==> config.mk <==
export PLATFORM = sky130hd
export DESIGN_NAME = flow_decoder_flat
export DESIGN_NICKNAME = d
export VERILOG_FILES = /design/src/rtl/flow_pkg.sv /design/src/rtl/flow_decoder_if.sv /design/src/rtl/ret_addr_stack.sv /design/src/rtl/flow_decoder.sv /design/src/flat_wrapper.sv
export SDC_FILE = /design/constraint.sdc
export NUM_CORES = 1
export LEC_CHECK = 0
export ABC_CLOCK_PERIOD_IN_PS = 4000
export CAP_MARGIN = 10
export CORE_MARGIN = 2
export CORE_UTILIZATION = 48
export DETAILED_ROUTE_END_ITERATION = 16
export PLACE_DENSITY = 0.82
export SLEW_MARGIN = 20
export SYNTH_ARGS = -nofsm -noshare
export SYNTH_HDL_FRONTEND = slang
export SYNTH_SLANG_ARGS = --single-unit
==> constraint.sdc <==
create_clock -name clk -period 4 [get_ports clk]
set_clock_uncertainty 0.15 [all_clocks]
set_input_delay 0.4 -clock clk [delete_from_list [all_inputs] [get_ports clk]]
set_output_delay 0.4 -clock clk [all_outputs]
set_load 0.1 [all_outputs]
==> src/rtl/flow_pkg.sv <==
// Shared opcodes, instruction field positions and control-class decode helpers
// for the flow decoder.
package flow_pkg;

    localparam logic [4:0] JMP     = 5'h10;
    localparam logic [4:0] IF0JUMP = 5'h11;
    localparam logic [4:0] IF1JUMP = 5'h12;
    localparam logic [4:0] CALL    = 5'h13;
    localparam logic [4:0] CAL0    = 5'h14;
    localparam logic [4:0] CAL1    = 5'h15;
    localparam logic [4:0] RET     = 5'h16;
    localparam logic [4:0] RET0    = 5'h17;
    localparam logic [4:0] RET1    = 5'h18;

    localparam int unsigned OP_MSB      = 36;
    localparam int unsigned OP_LSB      = 32;
    localparam int unsigned SRC1_MSB    = 31;
    localparam int unsigned SRC1_LSB    = 24;
    localparam int unsigned SRC2_MSB    = 23;
    localparam int unsigned SRC2_LSB    = 16;
    localparam int unsigned DST_MSB     = 15;
    localparam int unsigned DST_LSB     = 8;
    localparam int unsigned SRC1_CH_MSB = 5;
    localparam int unsigned SRC1_CH_LSB = 4;
    localparam int unsigned SRC2_CH_MSB = 3;
    localparam int unsigned SRC2_CH_LSB = 2;
    localparam int unsigned DST_CH_MSB  = 1;
    localparam int unsigned DST_CH_LSB  = 0;

    typedef enum logic [1:0] {
        CtlNone,
        CtlJump,
        CtlCall,
        CtlReturn
    } ctl_class_e;

    function automatic ctl_class_e op_class(input logic [4:0] op);
        case (op)
            JMP, IF0JUMP, IF1JUMP: return CtlJump;
            CALL, CAL0, CAL1:      return CtlCall;
            RET, RET0, RET1:       return CtlReturn;
            default:               return CtlNone;
        endcase
    endfunction

    // Condition only; the class decides whether the opcode is control flow at all.
    function automatic logic op_taken(input logic [4:0] op, input logic zero);
        case (op)
            IF0JUMP, CAL0, RET0: return !zero;
            IF1JUMP, CAL1, RET1: return zero;
            default:             return 1'b1;
        endcase
    endfunction

endpackage

==> src/rtl/flow_decoder_if.sv <==
// Fetch-side and execute-side handshake plus decoded outputs of the flow decoder.
// master = fetch/execute environment, slave = decoder.
interface flow_decoder_if #(
    parameter int unsigned PC_WIDTH          = 5,
    parameter int unsigned OPCODE_WIDTH      = 5,
    parameter int unsigned VALUE_WIDTH       = 8,
    parameter int unsigned INSTRUCTION_WIDTH = 40,
    parameter int unsigned STACK_DEPTH       = 4
);
    localparam int unsigned DEPTH_WIDTH = $clog2(STACK_DEPTH) + 1;

    logic [INSTRUCTION_WIDTH-1:0] instr;
    logic [PC_WIDTH-1:0]          pc_in;
    logic                         zero_flag;
    logic                         in_valid;
    logic                         in_ready;
    logic                         out_valid;
    logic                         out_ready;
    logic [OPCODE_WIDTH-1:0]      op_code;
    logic [VALUE_WIDTH-1:0]       source1;
    logic [VALUE_WIDTH-1:0]       source2;
    logic [VALUE_WIDTH-1:0]       destination;
    logic [1:0]                   source1_choice;
    logic [1:0]                   source2_choice;
    logic [1:0]                   destination_choice;
    logic                         pc_load;
    logic [PC_WIDTH-1:0]          pc_next;
    logic                         jmp;
    logic                         cal;
    logic                         ret;
    logic [DEPTH_WIDTH-1:0]       stack_depth;
    logic                         stack_overflow;
    logic                         stack_underflow;

    modport master (
        output instr, pc_in, zero_flag, in_valid, out_ready,
        input  in_ready, out_valid, op_code, source1, source2, destination,
        input  source1_choice, source2_choice, destination_choice,
        input  pc_load, pc_next, jmp, cal, ret,
        input  stack_depth, stack_overflow, stack_underflow
    );

    modport slave (
        input  instr, pc_in, zero_flag, in_valid, out_ready,
        output in_ready, out_valid, op_code, source1, source2, destination,
        output source1_choice, source2_choice, destination_choice,
        output pc_load, pc_next, jmp, cal, ret,
        output stack_depth, stack_overflow, stack_underflow
    );

endinterface

==> src/rtl/ret_addr_stack.sv <==
// Parametrised return-address LIFO; o_top is the entry a pop would return.
// Push has priority if both strobes are asserted; callers gate on full/empty.
module ret_addr_stack #(
    parameter int unsigned WIDTH = 5,
    parameter int unsigned DEPTH = 4
) (
    input  logic                       clk,
    input  logic                       rst_n,
    input  logic                       i_push,
    input  logic                       i_pop,
    input  logic [WIDTH-1:0]           i_data,
    output logic [WIDTH-1:0]           o_top,
    output logic                       o_full,
    output logic                       o_empty,
    output logic [$clog2(DEPTH):0]     o_count
);
    localparam int unsigned AW = $clog2(DEPTH);

    logic [WIDTH-1:0] r_mem [DEPTH];
    logic [AW:0]      r_count;
    logic [AW-1:0]    w_wr_idx;
    logic [AW-1:0]    w_top_idx;
    logic [AW:0]      w_count_m1;

    assign w_wr_idx   = r_count[AW-1:0];
    assign w_count_m1 = r_count - 1'b1;
    assign w_top_idx  = w_count_m1[AW-1:0];

    assign o_full  = (r_count == (AW+1)'(DEPTH));
    assign o_empty = (r_count == '0);
    assign o_count = r_count;
    assign o_top   = r_mem[w_top_idx];

    always_ff @(posedge clk) begin
        if (!rst_n) begin
            r_count <= '0;
        end else if (i_push && !o_full) begin
            r_count <= r_count + 1'b1;
        end else if (i_pop && !o_empty) begin
            r_count <= w_count_m1;
        end
    end

    // Storage is not reset; an empty pointer makes stale entries unreachable.
    always_ff @(posedge clk) begin
        if (i_push && !o_full) begin
            r_mem[w_wr_idx] <= i_data;
        end
    end

endmodule

==> src/rtl/flow_decoder.sv <==
// Registered instruction decoder resolving jump/call/return with an internal RAS.
// FLOW_ERR_TRAP_EN: stack overflow/underflow redirects the PC to TRAP_ADDR.
module flow_decoder
    import flow_pkg::*;
#(
    parameter int unsigned PC_WIDTH          = 5,
    parameter int unsigned OPCODE_WIDTH      = 5,
    parameter int unsigned VALUE_WIDTH       = 8,
    parameter int unsigned INSTRUCTION_WIDTH = 40,
    parameter int unsigned STACK_DEPTH       = 4,
    parameter int unsigned TRAP_ADDR         = 0
) (
    input logic            clk,
    input logic            rst_n,
    flow_decoder_if.slave  bus
);
    localparam int unsigned DEPTH_WIDTH = $clog2(STACK_DEPTH) + 1;

    logic                    w_accept;
    logic [OPCODE_WIDTH-1:0] w_opcode;
    logic [VALUE_WIDTH-1:0]  w_src1;
    logic [VALUE_WIDTH-1:0]  w_src2;
    logic [VALUE_WIDTH-1:0]  w_dst;
    logic [1:0]              w_src1_ch;
    logic [1:0]              w_src2_ch;
    logic [1:0]              w_dst_ch;
    ctl_class_e              w_class;
    logic                    w_cond;
    logic                    w_take_jump;
    logic                    w_take_call;
    logic                    w_take_ret;

    logic                    w_full;
    logic                    w_empty;
    logic [PC_WIDTH-1:0]     w_top;
    logic [PC_WIDTH-1:0]     w_ret_addr;
    logic [PC_WIDTH-1:0]     w_trap_pc;
    logic [DEPTH_WIDTH-1:0]  w_count;

    logic                    w_push;
    logic                    w_pop;
    logic                    w_ovf;
    logic                    w_udf;
    logic                    w_jmp;
    logic                    w_cal;
    logic                    w_ret;
    logic                    w_pc_load;
    logic [PC_WIDTH-1:0]     w_pc_next;
    logic                    w_unused_bits;

    logic                    r_out_valid;
    logic [OPCODE_WIDTH-1:0] r_op_code;
    logic [VALUE_WIDTH-1:0]  r_source1;
    logic [VALUE_WIDTH-1:0]  r_source2;
    logic [VALUE_WIDTH-1:0]  r_destination;
    logic [1:0]              r_source1_choice;
    logic [1:0]              r_source2_choice;
    logic [1:0]              r_destination_choice;
    logic                    r_pc_load;
    logic [PC_WIDTH-1:0]     r_pc_next;
    logic                    r_jmp;
    logic                    r_cal;
    logic                    r_ret;
    logic                    r_overflow;
    logic                    r_underflow;

    assign bus.in_ready = !r_out_valid || bus.out_ready;
    assign w_accept     = bus.in_valid && bus.in_ready;

    assign w_opcode  = bus.instr[OP_MSB:OP_LSB];
    assign w_src1    = bus.instr[SRC1_MSB:SRC1_LSB];
    assign w_src2    = bus.instr[SRC2_MSB:SRC2_LSB];
    assign w_dst     = bus.instr[DST_MSB:DST_LSB];
    assign w_src1_ch = bus.instr[SRC1_CH_MSB:SRC1_CH_LSB];
    assign w_src2_ch = bus.instr[SRC2_CH_MSB:SRC2_CH_LSB];
    assign w_dst_ch  = bus.instr[DST_CH_MSB:DST_CH_LSB];

    assign w_class     = op_class(w_opcode);
    assign w_cond      = op_taken(w_opcode, bus.zero_flag);
    assign w_take_jump = (w_class == CtlJump) && w_cond;
    assign w_take_call = (w_class == CtlCall) && w_cond;
    assign w_take_ret  = (w_class == CtlReturn) && w_cond;

    assign w_ret_addr = bus.pc_in + PC_WIDTH'(1);
    assign w_trap_pc  = PC_WIDTH'(TRAP_ADDR);

    // Spare instruction bits carry no meaning; the trap PC is unused without the feature.
    assign w_unused_bits = ^{bus.instr[INSTRUCTION_WIDTH-1:OP_MSB+1],
                             bus.instr[DST_LSB-1:SRC1_CH_MSB+1], w_trap_pc};

    always_comb begin
        w_jmp     = 1'b0;
        w_cal     = 1'b0;
        w_ret     = 1'b0;
        w_pc_load = 1'b0;
        w_pc_next = '0;
        w_push    = 1'b0;
        w_pop     = 1'b0;
        w_ovf     = 1'b0;
        w_udf     = 1'b0;
        if (w_take_jump) begin
            w_jmp     = 1'b1;
            w_pc_load = 1'b1;
            w_pc_next = w_src1[PC_WIDTH-1:0];
        end else if (w_take_call) begin
            if (w_full) begin
                w_ovf = 1'b1;
`ifdef FLOW_ERR_TRAP_EN
                w_jmp     = 1'b1;
                w_pc_load = 1'b1;
                w_pc_next = w_trap_pc;
`endif
            end else begin
                w_push    = 1'b1;
                w_jmp     = 1'b1;
                w_cal     = 1'b1;
                w_pc_load = 1'b1;
                w_pc_next = w_src1[PC_WIDTH-1:0];
            end
        end else if (w_take_ret) begin
            if (w_empty) begin
                w_udf = 1'b1;
`ifdef FLOW_ERR_TRAP_EN
                w_jmp     = 1'b1;
                w_pc_load = 1'b1;
                w_pc_next = w_trap_pc;
`endif
            end else begin
                w_pop     = 1'b1;
                w_ret     = 1'b1;
                w_pc_load = 1'b1;
                w_pc_next = w_top;
            end
        end
    end

    ret_addr_stack #(
        .WIDTH (PC_WIDTH),
        .DEPTH (STACK_DEPTH)
    ) u_ras (
        .clk     (clk),
        .rst_n   (rst_n),
        .i_push  (w_push && w_accept),
        .i_pop   (w_pop && w_accept),
        .i_data  (w_ret_addr),
        .o_top   (w_top),
        .o_full  (w_full),
        .o_empty (w_empty),
        .o_count (w_count)
    );

    always_ff @(posedge clk) begin
        if (!rst_n) begin
            r_out_valid          <= 1'b0;
            r_op_code            <= '0;
            r_source1            <= '0;
            r_source2            <= '0;
            r_destination        <= '0;
            r_source1_choice     <= '0;
            r_source2_choice     <= '0;
            r_destination_choice <= '0;
            r_pc_load            <= 1'b0;
            r_pc_next            <= '0;
            r_jmp                <= 1'b0;
            r_cal                <= 1'b0;
            r_ret                <= 1'b0;
            r_overflow           <= 1'b0;
            r_underflow          <= 1'b0;
        end else if (w_accept) begin
            r_out_valid          <= 1'b1;
            r_op_code            <= w_opcode;
            r_source1            <= w_src1;
            r_source2            <= w_src2;
            r_destination        <= w_dst;
            r_source1_choice     <= w_src1_ch;
            r_source2_choice     <= w_src2_ch;
            r_destination_choice <= w_dst_ch;
            r_pc_load            <= w_pc_load;
            r_pc_next            <= w_pc_next;
            r_jmp                <= w_jmp;
            r_cal                <= w_cal;
            r_ret                <= w_ret;
            r_overflow           <= r_overflow | w_ovf;
            r_underflow          <= r_underflow | w_udf;
        end else if (bus.out_ready) begin
            r_out_valid <= 1'b0;
        end
    end

    assign bus.out_valid          = r_out_valid;
    assign bus.op_code            = r_op_code;
    assign bus.source1            = r_source1;
    assign bus.source2            = r_source2;
    assign bus.destination        = r_destination;
    assign bus.source1_choice     = r_source1_choice;
    assign bus.source2_choice     = r_source2_choice;
    assign bus.destination_choice = r_destination_choice;
    assign bus.pc_load            = r_pc_load;
    assign bus.pc_next            = r_pc_next;
    assign bus.jmp                = r_jmp;
    assign bus.cal                = r_cal;
    assign bus.ret                = r_ret;
    assign bus.stack_depth        = w_count;
    assign bus.stack_overflow     = r_overflow;
    assign bus.stack_underflow    = r_underflow;

endmodule
==> src/flat_wrapper.sv <==
// flat-port wrapper written by rule: the top's interface ports become plain ports
module flow_decoder_flat import flow_pkg::*;
#(
    parameter int unsigned PC_WIDTH          = 5,
    parameter int unsigned OPCODE_WIDTH      = 5,
    parameter int unsigned VALUE_WIDTH       = 8,
    parameter int unsigned INSTRUCTION_WIDTH = 40,
    parameter int unsigned STACK_DEPTH       = 4,
    parameter int unsigned TRAP_ADDR         = 0
)
  (clk, rst_n, bus_instr, bus_pc_in, bus_zero_flag, bus_in_valid, bus_out_ready, bus_in_ready, bus_out_valid, bus_op_code, bus_source1, bus_source2, bus_destination, bus_source1_choice, bus_source2_choice, bus_destination_choice, bus_pc_load, bus_pc_next, bus_jmp, bus_cal, bus_ret, bus_stack_depth, bus_stack_overflow, bus_stack_underflow);
  flow_decoder_if #(.PC_WIDTH(PC_WIDTH), .OPCODE_WIDTH(OPCODE_WIDTH), .VALUE_WIDTH(VALUE_WIDTH), .INSTRUCTION_WIDTH(INSTRUCTION_WIDTH), .STACK_DEPTH(STACK_DEPTH)) bus_i ();
  input logic clk;
  input logic rst_n;
  input wire logic [$bits(bus_i.instr)-1:0] bus_instr;
  input wire logic [$bits(bus_i.pc_in)-1:0] bus_pc_in;
  input wire logic [$bits(bus_i.zero_flag)-1:0] bus_zero_flag;
  input wire logic [$bits(bus_i.in_valid)-1:0] bus_in_valid;
  input wire logic [$bits(bus_i.out_ready)-1:0] bus_out_ready;
  output wire logic [$bits(bus_i.in_ready)-1:0] bus_in_ready;
  output wire logic [$bits(bus_i.out_valid)-1:0] bus_out_valid;
  output wire logic [$bits(bus_i.op_code)-1:0] bus_op_code;
  output wire logic [$bits(bus_i.source1)-1:0] bus_source1;
  output wire logic [$bits(bus_i.source2)-1:0] bus_source2;
  output wire logic [$bits(bus_i.destination)-1:0] bus_destination;
  output wire logic [$bits(bus_i.source1_choice)-1:0] bus_source1_choice;
  output wire logic [$bits(bus_i.source2_choice)-1:0] bus_source2_choice;
  output wire logic [$bits(bus_i.destination_choice)-1:0] bus_destination_choice;
  output wire logic [$bits(bus_i.pc_load)-1:0] bus_pc_load;
  output wire logic [$bits(bus_i.pc_next)-1:0] bus_pc_next;
  output wire logic [$bits(bus_i.jmp)-1:0] bus_jmp;
  output wire logic [$bits(bus_i.cal)-1:0] bus_cal;
  output wire logic [$bits(bus_i.ret)-1:0] bus_ret;
  output wire logic [$bits(bus_i.stack_depth)-1:0] bus_stack_depth;
  output wire logic [$bits(bus_i.stack_overflow)-1:0] bus_stack_overflow;
  output wire logic [$bits(bus_i.stack_underflow)-1:0] bus_stack_underflow;
  assign bus_i.instr = bus_instr;
  assign bus_i.pc_in = bus_pc_in;
  assign bus_i.zero_flag = bus_zero_flag;
  assign bus_i.in_valid = bus_in_valid;
  assign bus_i.out_ready = bus_out_ready;
  assign bus_in_ready = bus_i.in_ready;
  assign bus_out_valid = bus_i.out_valid;
  assign bus_op_code = bus_i.op_code;
  assign bus_source1 = bus_i.source1;
  assign bus_source2 = bus_i.source2;
  assign bus_destination = bus_i.destination;
  assign bus_source1_choice = bus_i.source1_choice;
  assign bus_source2_choice = bus_i.source2_choice;
  assign bus_destination_choice = bus_i.destination_choice;
  assign bus_pc_load = bus_i.pc_load;
  assign bus_pc_next = bus_i.pc_next;
  assign bus_jmp = bus_i.jmp;
  assign bus_cal = bus_i.cal;
  assign bus_ret = bus_i.ret;
  assign bus_stack_depth = bus_i.stack_depth;
  assign bus_stack_overflow = bus_i.stack_overflow;
  assign bus_stack_underflow = bus_i.stack_underflow;
  flow_decoder #(.PC_WIDTH(PC_WIDTH), .OPCODE_WIDTH(OPCODE_WIDTH), .VALUE_WIDTH(VALUE_WIDTH), .INSTRUCTION_WIDTH(INSTRUCTION_WIDTH), .STACK_DEPTH(STACK_DEPTH), .TRAP_ADDR(TRAP_ADDR)) u_core (.clk(clk), .rst_n(rst_n), .bus(bus_i));
endmodule
== Word level (Yosys, flattened, before mapping) ==
Memories as Yosys holds them, arrays and structs flattened.
Index checks and enable logic that the tools add are counted.

* Flip-flop bits (word level): 50
* Memory bits (writable): 20
* Memory bits (read-only): 64
* Input bits: 50
* Output and inout port bits: 51
* Logic and storage cells: 80
* Memories: 2

* Add/subtract/negate cells: 3
* Equality and inequality tests: 10
* Mux-type cells: 29
* Bitwise gates (word level): 2
* Reductions and logical operators: 18

{| class="wikitable"
|+ Memory list
! name !! depth !! bits a word !! rd ports !! clocked after memory_dff !! wr ports !! line !! text
|-
| (name not given) || 32 || 2 || 1 || 0 || 0 || flow_pkg.sv:38 || <nowiki>case (op)</nowiki>
|-
| u_core.u_ras.r_mem || 4 || 5 || 1 || 0 || 1 || ret_addr_stack.sv:19 || <nowiki>logic [WIDTH-1:0] r_mem [DEPTH];</nowiki>
|}

{| class="wikitable"
|+ Operators with widths
! operator !! count
|-
| $eq 5x5->1 const B || 6
|-
| $mux 5 || 5
|-
| $mux 1 || 21
|-
| $logic_and 1x1->1 || 8
|-
| $mux 3 || 2
|-
| $reduce_or 3->1 || 2
|-
| $add 5x1->5 const B || 1
|-
| $eq 2x2->1 const B || 2
|-
| $logic_not 1->1 || 4
|-
| $reduce_bool 2->1 || 2
|-
| $add 3x1->3 const B || 1
|-
| $eq 3x3->1 const B || 1
|-
| $logic_not 3->1 || 1
|-
| $sub 3x1->3 const B || 1
|-
| $eq 2x1->1 const B || 1
|-
| $or 1x1->1 || 2
|-
| $pmux 1 s2 || 1
|-
| $logic_or 1x1->1 || 1
|}

== Logic depth before layout (Yosys ltp) ==
* Depth after elaboration: 11
* Gate-level depth with buffers: 8
* Depth with buffers taken out: 6

== Modules after synthesis ==
From an unflattened synthesis, not the netlist that was laid out.

* Cell total of the unflattened synthesis: 283
* Area total of the unflattened synthesis: 2942.8 µm²

{| class="wikitable"
|+ By module, submodules not included
! module !! instances !! cells each !! area each (µm²) !! seq. area each (µm²)
|-
| flow_decoder || 1 || 224 || 1939.4 || 940.9
|-
| ret_addr_stack || 1 || 59 || 1003.5 || 660.6
|}

== Worst setup path after synthesis ==
OpenSTA, ideal clock, no wires.

* Path type: register to register
* From: register u_core.u_ras.r_count[0] (netlist: u_core.u_ras.o_count[0])
* To: register u_core.r_pc_next[0] (netlist: u_core.bus.pc_next[0])
* Setup time: 0.122 ns
* Data arrival time: 2.733 ns
* Data required time: 3.728 ns
* Slack: 0.994 ns
* Stages on the path, launching flop included: 7
* Buffers on the path: 2
* Clock period less this slack: 3.006 ns
* Path through: dfxtp_1 -> clkbuf_1 -> inv_1 -> ha_1 -> clkbuf_1 -> mux4_2 -> a221o_2

* Cells in the longest elaborated chain, start to end: 6
* Elaborated cells on any way between the ends: 9
* Classes of those cells: 1 x add/sub; 1 x eq/ne; 5 x mux; 1 x reduce/logical; 1 x memory

{| class="wikitable"
|+ Ends and longest elaborated chain
! element !! line !! text
|-
| from (decl) || ret_addr_stack.sv:20 || <nowiki>logic [AW:0] r_count;</nowiki>
|-
| from (signal assigned) || ret_addr_stack.sv:38 || <nowiki>r_count <= r_count + 1'b1;</nowiki>
|-
| from (signal assigned) || ret_addr_stack.sv:40 || <nowiki>r_count <= w_count_m1;</nowiki>
|-
| $sub 3x1->3 || ret_addr_stack.sv:26 || <nowiki>assign w_count_m1 = r_count - 1'b1;</nowiki>
|-
| $mem_v2 4x5 || -- ||
|-
| $mux 5 || flow_decoder.sv:121 || <nowiki>if (w_empty) begin</nowiki>
|-
| $mux 5 || flow_decoder.sv:120 || <nowiki>end else if (w_take_ret) begin</nowiki>
|-
| $mux 5 (*) || flow_decoder.sv:105 || <nowiki>end else if (w_take_call) begin</nowiki>
|-
| $mux 5 (*) || flow_decoder.sv:101 || <nowiki>if (w_take_jump) begin</nowiki>
|-
| to (signal assigned) || flow_decoder.sv:179 || <nowiki>r_pc_next <= w_pc_next;</nowiki>
|-
| to (decl) || flow_decoder.sv:60 || <nowiki>logic [PC_WIDTH-1:0] r_pc_next;</nowiki>
|}

Every way passes the cells marked *; elsewhere a longest branch is shown, timed or not.
A chain may end at the register's enable or synchronous reset.

== Worst setup path after layout ==
* From: register u_core.u_ras.r_count[0] (netlist: u_core.u_ras.o_count[0])
* To: output bus_stack_depth[0]

{| class="wikitable"
|+ RTL lines
! element !! line !! text
|-
| to (decl) || flat_wrapper.sv:34 || <nowiki>output wire logic [$bits(bus_i.stack_depth)-1:0] bus_stack_depth;</nowiki>
|}

No word-level cell between the ends.

==> reports/qor.yml <==
cells_and_area:
  n_antenna_cell: 0
  area_delta_synth_final_pct: 42.3
  drive_gt1_share_pct: 9.14
  stdcell_area_sq_um: 4050
  fin_nets: 434
  fillers: 461
cts:
  cts_buffer_depth: 2
  cts_root_buffer: "clkbuf_8"
  clkTransAtPathRegs_ns: 0.08
  numCtsBuffers: 9
  h-tree-depth: 3
  hold_buffers: 0
  clkSinkCount: 70
  cts_resized: 0
  clock_latency_ns: 0.34
  cts_tree: "built"
  post-cts-setup-buffer-count: 0
placement:
  place_ws_ns: 0.946
  gp_congestion: 0.806
  hpwl_mm: 4.83
  io_buffers: 95
  postPlaceCellArea_sq_um: 3830
critical_path:
  crit_chain: "clkdlybuf4s50_1"
  crit_type: "register to primary output"
  crit_buf_inv: 1
  cp_top_family: "buffers and inverters"
  crit_path_top_delay_cell: "clkdlybuf4s50_1"
  cp_slowest_stage_delay_ns: 1.23
  cp_max_fo: 9
  arrival_ns: 2.20
  startpoint_type: "register"
  cp_data_required_time_ns: 3.45
  end_kind: "primary output"
routing:
  drt-initial-drc-count: 91
  postRouteAntennaNets: 0
  viasPerCell: 5.15
  routedWlPerCell_um: 14.5
  num_vias: 2360
  routed_wl_mm: 6.65
  drc: 0
  firstDrtPassIters: 4
sta:
  worst_slew_pin_slew_ns: 1.01
  drv_slew: 0
  setup_viol: 0
  tns_ns: 0
  whs_ns: 0.306
  period_share_pct: 68.8
  max_freq_ghz: 0.363
  finalHoldViolCount: 0
  rsz0062_at_grt: "false"
  min_period_ns: 2.75
  relSlewSlack_pct: 32.2
  fin_ws_ns: 1.25
floorplan:
  dieWidth_um: 81.0
  start_util_pct: 48.9
  num_io_pins: 101
  num_rows: 28
  fp.coreArea_sq_um: 5820
  die_area_sq_um: 6560
  die_h_um: 81.0
global_route:
  antenna_found_initial: 0
  grtUsageTotal_pct: 20.8
  grt_pass1_wl_mm: 10.3
  grt.overflow.total: 0
  grt_max_degree: 46
  grt_pass1_vias: 2169
synthesis:
  synth-async-reset-ratio_pct: 0
  synth_edf_count: 20
  ys_ff_latch: 70
  ys_seq_area_share_pct: 56.3
  yosys.cell_types.count: 43
  synthesis.area_sq_um: 2850
  avgSynthCellArea_sq_um: 9.95
  synth_ff_type: "dfxtp_1"
  syn_inst: 286
  yosys_warnings: 0
  syn_nets: 342
outcome:
  status: "finished, final reports clean"
pwr:
  total_power_mw: 1.73
  powerDensity_nw_per_um2: 428
  ir_drop_uv: 272
  leakagePower_nw: 1.49
run:
  max_cap_violations: 0
min_path:
  holdCritPathClass: "register to register"
[routing by layer]
layer  track usage, %  share of wire (%)
met3             4.78                7.3
met5                0                  0
met1             25.7                 42
met4             12.0                2.9
met2             33.3                 48
[sequential cells by signal, summed over array words and instances, names as in the netlist]
name / count
u_core.bus.ret: 1
u_core.u_ras.o_count: 3
u_core.bus.destination_choice: 2
u_core.bus.destination: 8
u_core.bus.source1: 8
u_core.bus.cal: 1
u_core.bus.pc_next: 5
u_core.bus.source2: 8
u_core.bus.source1_choice: 2
u_core.bus.jmp: 1
u_core.bus.stack_overflow: 1
u_core.bus.source2_choice: 2
u_core.bus.op_code: 5
u_core.bus.stack_underflow: 1
u_core.u_ras.r_mem: 20
u_core.bus.pc_load: 1
u_core.bus.out_valid: 1
[final cells by class]
| cell class | count | area [sq um] | area share [%] |
|---|---|---|---|
| Tap cell | 75 | 93.8 | 2.32 |
| Inverter | 7 | 26.3 | 0.649 |
| Clock buffer | 10 | 149 | 3.68 |
| Clock inverter | 6 | 67.6 | 1.67 |
| Timing Repair Buffer | 98 | 973 | 24.0 |
| Sequential cell | 70 | 1600 | 39.6 |
| Multi-Input combinational cell | 192 | 1140 | 28.1 |
[worst paths after layout]
check | startpoint | to | slack (ns) | depth (start not counted)
min reg2reg | u_core.bus.source1[1] | u_core.bus.source1[1] | 0.31 | 2
min | u_core.bus.source1[1] | u_core.bus.source1[1] | 0.31 | 2
max | u_core.u_ras.o_count[0] | bus_stack_depth[0] | 1.25 | 1
max reg2reg | u_core.u_ras.o_count[0] | u_core.u_ras.r_mem[0][3] | 1.47 | 4
[metrics by stage]
step                instances  utilization, %
floorplan                 286               -
global placement          442            65.9
detailed placement        442            65.9
CTS                       458            69.6
global route              458            69.6
finish                    458            69.6
[cell usage after synthesis, types with 2 or more instances]
library cell  number  share of area (%)
nand2_1           74                9.8
dfxtp_1           50                 35
a21oi_1           42                7.4
edfxtp_1          20                 21
nor2_1            14                1.8
clkbuf_1          11                1.5
and3_1             6                1.3
ha_1               6                2.6
inv_1              6               0.79
mux4_2             5                4.0
buf_2              4               0.70
a221o_2            3                1.2
and2_1             3               0.66
nand3_1            3               0.53
nor3_1             3               0.53
xnor2_1            3               0.92
mux2i_1            2               0.70
nand3b_1           2               0.53
nand4b_1           2               0.62
nor2b_1            2               0.44
nor3b_1            2               0.53
or3_1              2               0.44
[kinds of logic after synthesis]
group	Yosys count	synth area share, %
adders and majority gates	6	2.64
DFF	70	56.3
buffers and inverters	24	3.74
and+or+nand+nor	121	19.8
muxes	7	4.66
xor gates and xnor gates	4	1.23
AOI/OAI and AO/OA	54	11.6
[cells in the final DEF (no fill, tap or decap), types with 2 or more instances in the layout]
cell,instances
nand3b_1,2
clkdlybuf4s50_1,95
a221o_2,3
and2_1,3
and3_1,6
nand2_1,74
nor2_1,14
xnor2_1,3
or3_1,2
inv_1,6
nor2b_1,2
ha_1,6
nand4b_1,2
clkinvlp_4,2
nor3_1,3
nor3b_1,2
mux2i_1,2
clkbuf_8,9
nand3_1,3
buf_4,3
mux4_2,5
edfxtp_1,20
a21oi_1,42
dfxtp_1,50
[report_power, final]
| group | internal (mW) | switching, mW | total [mW] | leakage (nW) |
|---|---|---|---|---|
| clock | 0.328 | 0.273 | 0.600 | 0.104 |
| combinational | 0.107 | 0.258 | 0.365 | 0.794 |
| sequential | 0.755 | 0.0124 | 0.768 | 0.590 |
Note: power is estimated with default switching activity, not from simulation.
